===== config.mk =====
export PLATFORM = sky130hd
export DESIGN_NAME = nibble_serial_add_ctrl
export DESIGN_NICKNAME = d
export VERILOG_FILES = /design/src/rtl/nibble_serial_add_ctrl.sv
export SDC_FILE = /design/constraint.sdc
export NUM_CORES = 1
export LEC_CHECK = 0
export ABC_AREA = 1
export BUFFER_PORTS_ARGS = -buffer_cell sky130_fd_sc_hd__clkbuf_2
export CORE_ASPECT_RATIO = 0.8
export CORE_MARGIN = 1
export CORE_UTILIZATION = 51
export CTS_CLUSTER_DIAMETER = 150
export DETAILED_ROUTE_END_ITERATION = 7
export GPL_ROUTABILITY_DRIVEN = 0
export HOLD_SLACK_MARGIN = 0.1
export PLACE_DENSITY = 0.79
export SLEW_MARGIN = 20
export SYNTH_ARGS = -nofsm -noshare
export SYNTH_HDL_FRONTEND = slang
export SYNTH_SLANG_ARGS = --single-unit

===== constraint.sdc =====
create_clock -name clk -period 1.75 [get_ports clk]
set_input_delay 0.35 -clock clk [delete_from_list [all_inputs] [get_ports clk]]
set_output_delay 0.35 -clock clk [all_outputs]
set_load 0.01 [all_outputs]

===== src/rtl/nibble_serial_add_ctrl.sv =====
`default_nettype none
// ============================================================================
//  Module      : nibble_serial_add_ctrl
//  Description : Adds two wide operands by driving one shared, external 4-bit
//                combinational adder slice nibble by nibble, LSB nibble first.
//                The carry between nibbles is held in a register.
//  Revision    : 1.0  initial release
// ----------------------------------------------------------------------------
//  Parameters
//    NIBBLES       number of 4-bit slices per operand; W = 4*NIBBLES (>= 1)
//  Ports
//    clk           clock, rising edge
//    rst           synchronous active-high reset
//    start_i       request a new add (sampled only in IDLE)
//    a_i, b_i      W-bit operands, captured on the accepted start
//    c_in_i        carry-in, captured on the accepted start
//    busy_o        high while the nibble sequence runs
//    done_o        one-cycle pulse; sum_o/c_out_o are final
//    sum_o         W-bit result, held until the next accepted start
//    c_out_o       final carry-out, held like sum_o
//    slice_a_o     current nibble of captured A to the adder slice
//    slice_b_o     current nibble of captured B to the adder slice
//    slice_cin_o   carry register to the adder slice
//    slice_sum_i   adder slice sum (combinational)
//    slice_cout_i  adder slice carry-out (combinational)
// ============================================================================
module nibble_serial_add_ctrl #(
    parameter int NIBBLES = 4
) (
    input  logic                 clk,
    input  logic                 rst,
    input  logic                 start_i,
    input  logic [4*NIBBLES-1:0] a_i,
    input  logic [4*NIBBLES-1:0] b_i,
    input  logic                 c_in_i,
    output logic                 busy_o,
    output logic                 done_o,
    output logic [4*NIBBLES-1:0] sum_o,
    output logic                 c_out_o,
    output logic [3:0]           slice_a_o,
    output logic [3:0]           slice_b_o,
    output logic                 slice_cin_o,
    input  logic [3:0]           slice_sum_i,
    input  logic                 slice_cout_i
);

    localparam int W    = 4 * NIBBLES;
    localparam int IDXW = (NIBBLES > 1) ? $clog2(NIBBLES) : 1;

    localparam logic [1:0] S_IDLE = 2'd0;
    localparam logic [1:0] S_RUN  = 2'd1;
    localparam logic [1:0] S_DONE = 2'd2;

    localparam logic [IDXW-1:0] C_LAST_IDX = IDXW'(NIBBLES - 1);

    logic [1:0]      state_q, state_d;
    logic [W-1:0]    a_q, a_d;
    logic [W-1:0]    b_q, b_d;
    logic [W-1:0]    sum_q, sum_d;
    logic            carry_q, carry_d;
    logic            cout_q, cout_d;
    logic [IDXW-1:0] idx_q, idx_d;

    logic [3:0]      w_nib_a;
    logic [3:0]      w_nib_b;

    // Select the nibble addressed by idx_q. Written as a compare-per-nibble
    // mux so the index width never has to match the part-select arithmetic.
    always_comb begin
        w_nib_a = 4'd0;
        w_nib_b = 4'd0;
        for (int i = 0; i < NIBBLES; i++) begin
            if (idx_q == IDXW'(i)) begin
                w_nib_a = a_q[4*i +: 4];
                w_nib_b = b_q[4*i +: 4];
            end
        end
    end

    // Slice inputs are forced to zero outside RUN so the shared adder sees
    // quiet inputs while this block is idle or reporting.
    always_comb begin
        slice_a_o   = 4'd0;
        slice_b_o   = 4'd0;
        slice_cin_o = 1'b0;
        if (state_q == S_RUN) begin
            slice_a_o   = w_nib_a;
            slice_b_o   = w_nib_b;
            slice_cin_o = carry_q;
        end
    end

    always_comb begin
        state_d = state_q;
        a_d     = a_q;
        b_d     = b_q;
        sum_d   = sum_q;
        carry_d = carry_q;
        cout_d  = cout_q;
        idx_d   = idx_q;

        case (state_q)
            S_IDLE: begin
                if (start_i) begin
                    a_d     = a_i;
                    b_d     = b_i;
                    carry_d = c_in_i;
                    idx_d   = '0;
                    sum_d   = '0;
                    cout_d  = 1'b0;
                    state_d = S_RUN;
                end
            end

            S_RUN: begin
                for (int i = 0; i < NIBBLES; i++) begin
                    if (idx_q == IDXW'(i)) begin
                        sum_d[4*i +: 4] = slice_sum_i;
                    end
                end
                carry_d = slice_cout_i;
                if (idx_q == C_LAST_IDX) begin
                    // Hold idx on the final nibble so it never wraps.
                    cout_d  = slice_cout_i;
                    state_d = S_DONE;
                end else begin
                    idx_d = idx_q + IDXW'(1);
                end
            end

            S_DONE: begin
                state_d = S_IDLE;
            end

            default: begin
                state_d = S_IDLE;
            end
        endcase
    end

    always_ff @(posedge clk) begin
        if (rst) begin
            state_q <= S_IDLE;
            a_q     <= '0;
            b_q     <= '0;
            sum_q   <= '0;
            carry_q <= 1'b0;
            cout_q  <= 1'b0;
            idx_q   <= '0;
        end else begin
            state_q <= state_d;
            a_q     <= a_d;
            b_q     <= b_d;
            sum_q   <= sum_d;
            carry_q <= carry_d;
            cout_q  <= cout_d;
            idx_q   <= idx_d;
        end
    end

    assign busy_o  = (state_q == S_RUN);
    assign done_o  = (state_q == S_DONE);
    assign sum_o   = sum_q;
    assign c_out_o = cout_q;

endmodule
`default_nettype wire

Word level (Yosys, flattened, before mapping) --
Index checks and enable logic that the tools add are counted.
Word-level totals: bits in registers 54, logic and storage cells 61
Cells by class: $add $sub $neg 1, equality and inequality tests 11, mux-type cells 28, reduce and logical (&&, ||, !) cells 11
Operator list (number):
- two-way mux 4 bit | 14
- case mux 16 bit (2 select lines) | 1
- two-way mux 16 bit | 1
- AND reduction 3 bit | 5
- two-way mux 2 bit | 4
- != test 2 x 1 -> 1 bit, second input constant | 4
- case mux 2 bit (2 select lines) | 2
- equality test 2 bit, second input constant | 3
- AND reduction 2 bit | 3
- equality test 2 x 1 -> 1 bit, second input constant | 2
- zero test 2 bit | 2
- two-way mux 1 bit | 4
- != test 2 bit, second input constant | 2
- case mux 1 bit (2 select lines) | 2
- adder 2 x 1 -> 2 bit, second input constant | 1
- nonzero test 2 bit | 1

Depth between registers and ports, before layout --
Gate-level depths: netlist of run 1.
word-level depth 6, depth in mapped cells 8

Least setup slack after synthesis of run 1 --
OpenSTA, ideal clock, no wires.
path kind register to output, from register idx_q[0], to output slice_a_o[0], data arrival time 1.188 ns, data required time 1.400 ns, path slack 0.212 ns, stages on the path, launching flop included 7, cells stage by stage dfxtp_1 inv_1 ha_1 buf_2 clkinv_1 o211ai_1 nand2_1
On the way: longest elaborated chain between the ends 6, elaborated cells between the ends (all ways) 9, those cells by class eq/ne: 3; mux: 5; reduce/logical: 1
RTL lines:
- start, declared | line 62 | logic [IDXW-1:0] idx_q, idx_d;
- start signal, assigned | line 157 | idx_q <= idx_d;
- zero test 2 bit | line 73 | if (idx_q == IDXW'(i)) begin
- two-way mux 4 bit (3 in a row) | line 73
- two-way mux 4 bit (*) | line 73
- two-way mux 4 bit (*) | line 86 | if (state_q == S_RUN) begin
- end, declared | line 40 | output logic [3:0] slice_a_o,
Every way passes the cells marked *; elsewhere a longest branch is shown, timed or not.

Worst setup path in the final report of run 1 --
from register idx_q[0], to output slice_b_o[1]
On the way: longest elaborated chain between the ends 6, elaborated cells between the ends (all ways) 9, those cells by class eq/ne: 3; mux: 5; reduce/logical: 1
RTL lines:
- zero test 2 bit | line 73
- two-way mux 4 bit (3 in a row) | line 73
- two-way mux 4 bit (*) | line 73
- two-way mux 4 bit (*) | line 86
- end, declared | line 41 | output logic [3:0] slice_b_o,
Marked as above.

==> results of run 1 <==
## synthesized netlist by cell type
cell	n
buf_6	4
nor2_1	81
inv_1	10
o21ai_0	30
o211ai_1	8
nand2_4	2
nor2_4	4
nand2_1	65
nand3b_1	5
a31oi_1	1
buf_2	5
clkbuf_2	1
ha_1	4
clkinv_1	2
a21oi_1	26
inv_4	1
nand3_1	10
clkbuf_1	2
inv_2	4
a21boi_0	1
o21ai_1	4
buf_4	5
dfxtp_1	54
## cell families (layout without fill, tap and decap cells)
family,after synthesis,after routing,synth area share [%]
buf+inv,34,110,7.78
simple gates,167,167,29.4
fa+ha+maj,4,4,2.09
compound gates,70,70,15.6
flops,54,54,45.1
## area by class of cell
type / instances / share of cell area [%]
repair inverters: 1 / 0.245
repair buffers: 84 / 16.8
clock buffers: 6 / 2.69
inverters: 17 / 2.61
well taps: 57 / 2.32
flip-flops and latches: 54 / 35.5
clock inverters: 2 / 0.408
multi-input cells: 241 / 39.4
## worst max-delay path, delay by kind of cell (launching register included)
kind            cells  cell delay [ns]
buf+inv             3             0.34
simple gates        2             0.14
fa+ha+maj           1             0.17
compound gates      2             0.21
flops               1             0.40
## metal layers
metal  vias up  part of all wire (%)  GRT usage (%)
met4         0                   2.4           10.2
met2        94                    46           40.4
li1       1207                     -              -
met3        12                   8.6           5.80
met5         -                     0              0
met1      1048                    43           34.6
## cells in the final DEF, fill, tap and decap left out
master      count
nor2_1         81
nand2_1        64
clkbuf_2       64
dfxtp_1        52
o21ai_0        30
a21oi_1        18
nand3_1         9
buf_4           9
a21oi_2         8
o211ai_1        8
inv_1           7
clkbuf_8        6
nand3b_1        5
inv_2           4
nor2_4          4
inv_4           4
o21ai_1         4
buf_2           4
nand2_4         3
ha_4            3
buf_12          3
buf_6           3
clkinv_2        2
clkinvlp_4      2
dfxtp_4         2
inv_6           1
nand3_2         1
a31oi_1         1
a21boi_0        1
ha_2            1
buf_8           1
## registers in the layout, summed over array words and instances, names as in the netlist
| register | count |
|---|---|
| c_out_o | 1 |
| state_q | 2 |
| idx_q | 2 |
| a_q | 16 |
| sum_o | 16 |
| b_q | 16 |
| carry_q | 1 |
## through the flow
stage                     area [sq um]  power [W]  utilization (%)  cells  worst slack [ns]
after floorplan                   2390    0.00170                -    329             0.212
after global placement            2790    0.00185             64.4    448            0.0892
after detailed placement          2790    0.00186             64.4    448            0.0484
after CTS                         3020    0.00261             69.8    460            -0.138
after global routing              3070    0.00276             70.8    462            -0.250
final                             3070    0.00264             70.8    462            -0.181
## power groups by stage
stage / Clock, W / Sequential, W / Combinational [W]
2_1_floorplan: 0 / 0.00139 / 0.000313
3_3_place_gp: 0 / 0.00139 / 0.000453
3_5_place_dp: 0 / 0.00140 / 0.000461
4_1_cts: 0.000736 / 0.00137 / 0.000499
5_1_grt: 0.000788 / 0.00139 / 0.000586
6_report: 0.000736 / 0.00138 / 0.000523
## worst paths after layout
check / from / to / slack, ns / cells past startpoint
worst max-delay path: idx_q[0] / slice_b_o[1] / -0.18 / 8
worst min-delay path: a_i[1] / a_q[1] / 0.27 / 3
worst max register to register: idx_q[0] / idx_q[0] / 0.29 / 8
worst min register to register: sum_o[9] / sum_o[9] / 0.47 / 2
## what timing repair did
action / in CTS / in global routing
pin swaps: 17 / 11
gates resized for setup: 28 / 13
hold buffers: 0 / 0
endpoints found under the setup margin: 8 / 8
cloned: 1 / 0
buffers inserted: 3 / 2
==> results.yml, run 1 <==
yosys:
  syn-instance-count: 329
  yosysTopAreaCellShare_pct: 45.1
  synthTopCellsByArea: "dfxtp_1 (45%), nor2_1 (13%), nand2_1 (10%)"
  synth_seq_cells: 54
  synth_seq_area_share_pct: 45.1
  synth_largest_area_cell: "dfxtp_1"
  synthDistinctLibCells: 23
  synth.avg_cell_area_sq_um: 7.28
  syn_area_sq_mm: 0.00239
  synth_fp_nets: 374
  yosysWarnings: 0
sta:
  finalClockSkew_ns: 0.00400
  worstMarginPinSlew_ns: 0.374
  rsz0062_at_grt: "yes"
  fin_ws_ns: -0.181
  timing.final.crit_share_pct: 110
  setup_tns_ns: -1.23
  relSlewSlack_pct: 75.0
  setup_viol: 8
  drv_slew: 0
  max_clock_freq_mhz: 518
  hold_viol: 0
  period_needed_ns: 1.93
  hold_slack_ns: 0.269
floorplan:
  row_count: 21
  die_h_um: 63.3
  fp.coreArea_sq_mm: 0.00434
  die_area_sq_mm: 0.00498
  start_util_pct: 55.2
  fp.dieW_um: 78.6
  ios: 69
route:
  vias: 2361
  vias_per_cell: 5.11
  ant_nets: 0
  first_pass_iters: 4
  first_iter_violations: 172
  drc: 0
  wl_per_cell_um: 13.0
  routed_wl_um: 6010
final_layout:
  register_area_sq_mm: 0.00109
  areaGrowthSynthToFinish_pct: 28.2
  drive_above_1_share_pct: 30.9
  insertedDiodeCount: 0
  multi_input_area_sq_mm: 0.00121
  finalNetCount: 449
  fillers: 364
clocking:
  numCtsBuffers: 5
  cts.htree.levels: 2
  cts-root-buf: "clkbuf_8"
  cts_buffer_depth: 2
  clock_latency_ns: 0.32
  cts_sinks: 54
  cts.reportedPaths.clkPinSlew_ns: 0.09
  cts_tree: "done"
power_and_ir_drop:
  share_comb_of_total_power_pct: 19.9
  ir_drop_v: 0.000546
  p_switching_w: 0.000778
  power.density_mw_per_mm2: 859
  pwr-share-seq_pct: 52.2
  p_leak_nw: 1.45
  switching_share_pct: 29.5
  pwr-share-clk_pct: 27.9
  p_int_w: 0.00186
setup_path:
  cpMostUsedCell: "nand2_1"
  cp.arrival_ns: 1.58
  critPathMaxStageDelay_ns: 0.40
  cp_max_fo: 8
  critPathSlowestCell: "dfxtp_4"
  worstSetupEndpointType: "output pin"
  cp-start-kind: "flop"
  path_class: "reg2out"
  crit_chain: "inv_4, ha_4, buf_8, a21oi_2, nand2_1, o211ai_1, nand2_1, buf_2"
  required_ns: 1.40
global_routing:
  first_global_vias: 2168
  antenna_found_initial: 0
  grt_pass1_wl_um: 10000
  grt_overflow: 0
  grt_usage_pct: 25.9
  grt_max_degree: 39
place:
  hpwl_um: 3960
  port_buffers: 68
outcome:
  status: "finished with violations"
  violations: "negative setup slack"
job:
  maxCapViolations: 0
hold_path:
  min_path_type: "in2reg"
Power figures use the tool's default switching activity.
==> run 2, diff against run 1 <==
--- a/config.mk
+++ b/config.mk
@@ -10,3 +10,2 @@
 export CORE_ASPECT_RATIO = 0.8
-export CORE_MARGIN = 1
 export CORE_UTILIZATION = 51
==> constraint.sdc (replaced) <==
create_clock -name clk -period 1.75 [get_ports clk]
set_input_delay 0.175 -clock clk [delete_from_list [all_inputs] [get_ports clk]]
set_output_delay 0.175 -clock clk [all_outputs]
set_load 0.01 [all_outputs]
==> run 2 against run 1 <==
Against the previous run:
- the flow still finishes with violations (negative setup slack)
- non-clock buffer count is 10 lower
- routed wire length decreased by 3.7%
- die area unchanged
- flip-flop and latch count is the same
- worst setup slack better by 0.18 ns
- via count shrank 2.4%
- first-iteration DRC count down 2.9%
- sequential share of layout area grew 2.0 points
- worst hold slack got worse by 0.15 ns
- critical endpoint is now slice_b_o[0]
- largest power group unchanged
==> results.yml, run 2 (synthesis results as in run 1) <==
outcome:
  status: "finished with violations"
  violations: "negative setup slack"
sta:
  timing.final.crit_share_pct: 100
  rsz0062_at_grt: "yes"
  max_clock_freq_mhz: 570
  finalClockSkew_ns: 0.00615
  hold_viol: 0
  relSlewSlack_pct: 66.2
  worstMarginPinSlew_ns: 0.506
  fin_ws_ns: -0.00353
  drv_slew: 0
  period_needed_ns: 1.75
  setup_viol: 1
  hold_slack_ns: 0.115
route:
  drc: 0
  ant_nets: 0
  first_iter_violations: 167
  vias: 2305
  vias_per_cell: 5.10
  first_pass_iters: 4
  routed_wl_um: 5790
  wl_per_cell_um: 12.8
final_layout:
  final_cell_mix: "nor2_1 (81), clkbuf_2 (67), nand2_1 (64), dfxtp_1 (51), o21ai_0 (30)"
  insertedDiodeCount: 0
  fillers: 397
  mostFrequentLayoutCell: "nor2_1"
  areaGrowthSynthToFinish_pct: 21.5
  stdcell_count: 452
  drive_above_1_share_pct: 27.3
  finalNetCount: 439
clocking:
  cts_buffer_depth: 2
  cts.htree.levels: 2
  cts_sinks: 54
  numCtsBuffers: 5
  cts-root-buf: "clkbuf_8"
  cts_hold_buf: 0
  clock_latency_ns: 0.30
  cts.reportedPaths.clkPinSlew_ns: 0.09
  cts_tree: "done"
place:
  port_buffers: 68
  hpwl_um: 3780
  dp_cells: 440
floorplan:
  die_area_sq_mm: 0.00498
  fp.coreArea_sq_mm: 0.00434
  row_count: 21
  start_util_pct: 55.2
  fp.dieW_um: 78.6
  ios: 69
  die_h_um: 63.3
job:
  maxCapViolations: 0
global_routing:
  grt_overflow: 0
  antenna_found_initial: 0
  grt_pass1_wl_um: 9690
  first_global_vias: 2127
  grt_usage_pct: 24.9
  grt_max_degree: 39
setup_path:
  worstSetupEndpointType: "output pin"
  cp_max_fo: 6
  critPathSlowestCell: "dfxtp_4"
  worst-path-buf-inv: 3
  cp.arrival_ns: 1.58
  cp-start-kind: "flop"
  path_class: "reg2out"
  critPathMaxStageDelay_ns: 0.39
  cp_top_family: "flip-flops"
  cpMostUsedCell: "nand2_1"
  crit_chain: "inv_4, ha_4, buf_6, a21oi_2, nand2_1, o211ai_1, nand2_1, buf_2"
  required_ns: 1.57
power_and_ir_drop:
  power.density_mw_per_mm2: 878
  p_leak_nw: 1.38
  ir_drop_v: 0.000454
hold_path:
  min_path_type: "in2reg"
## run 2: path summary, 6_finish.rpt
kind | end | start | slack, ns | cells after the start
setup / recovery | slice_b_o[0] | idx_q[1] | -0.004 | 8
hold / removal | a_q[4] | a_i[4] | 0.11 | 3
setup reg to reg | sum_o[13] | state_q[0] | 0.30 | 7
hold reg to reg | sum_o[9] | sum_o[9] | 0.46 | 2
## run 2: power breakdown
part           leakage (nW)  internal, W  switching [W]
Clock                0.0482     0.000320       0.000387
Sequential            0.447      0.00132      0.0000557
Combinational         0.882     0.000185       0.000289
Total                  1.38      0.00182       0.000732
## run 2: cell type report
| class | instances | area [sq um] | area share (%) |
|---|---|---|---|
| inverter | 17 | 83.8 | 2.88 |
| clock inverter | 1 | 5.00 | 0.172 |
| timing repair inverter | 1 | 7.51 | 0.258 |
| multi-input combinational | 241 | 1170 | 40.3 |
| clock buffer | 7 | 86.3 | 2.97 |
| sequential | 54 | 1090 | 37.5 |
| timing repair buffer | 74 | 393 | 13.5 |
| tap | 57 | 71.3 | 2.45 |
## run 2: stage by stage
| stage | setup slack [ns] | total power (W) | instance area [sq um] | utilization [%] | setup TNS, ns |
|---|---|---|---|---|---|
| after floorplan | 0.373 | 0.00170 | 2390 | - | 0 |
| after global placement | 0.0686 | 0.00182 | 2710 | 62.5 | 0 |
| after detailed placement | -0.0440 | 0.00183 | 2710 | 62.5 | -0.0996 |
| after CTS | -0.00265 | 0.00255 | 2870 | 66.3 | -0.00265 |
| after global routing | -0.0770 | 0.00269 | 2910 | 67.1 | -0.406 |
| final | -0.00353 | 0.00255 | 2910 | 67.1 | -0.00353 |
## run 2: timing repair
action / 4_1_cts / 5_1_grt
pin swaps: 1 / 8
resized for setup: 18 / 12
endpoints found under the setup margin: 8 / 8
cloned: 1 / 0
setup buffers: 1 / 2
## run 2: tightest hold or removal path: cells and delay by family
family / cells / cell delay (ns)
AND/OR/NAND/NOR: 1 / 0.08
AO/OA/AOI/OAI: 1 / 0.06
buffers and inverters: 1 / 0.08
## run 2: metal layers
layer	up-vias	part of all wire, %	GRT usage [%]
met5	-	0	0
met4	0	1.3	7.41
met3	10	5.2	5.51
met1	1045	48	33.2
li1	1193	-	-
met2	57	45	40.0
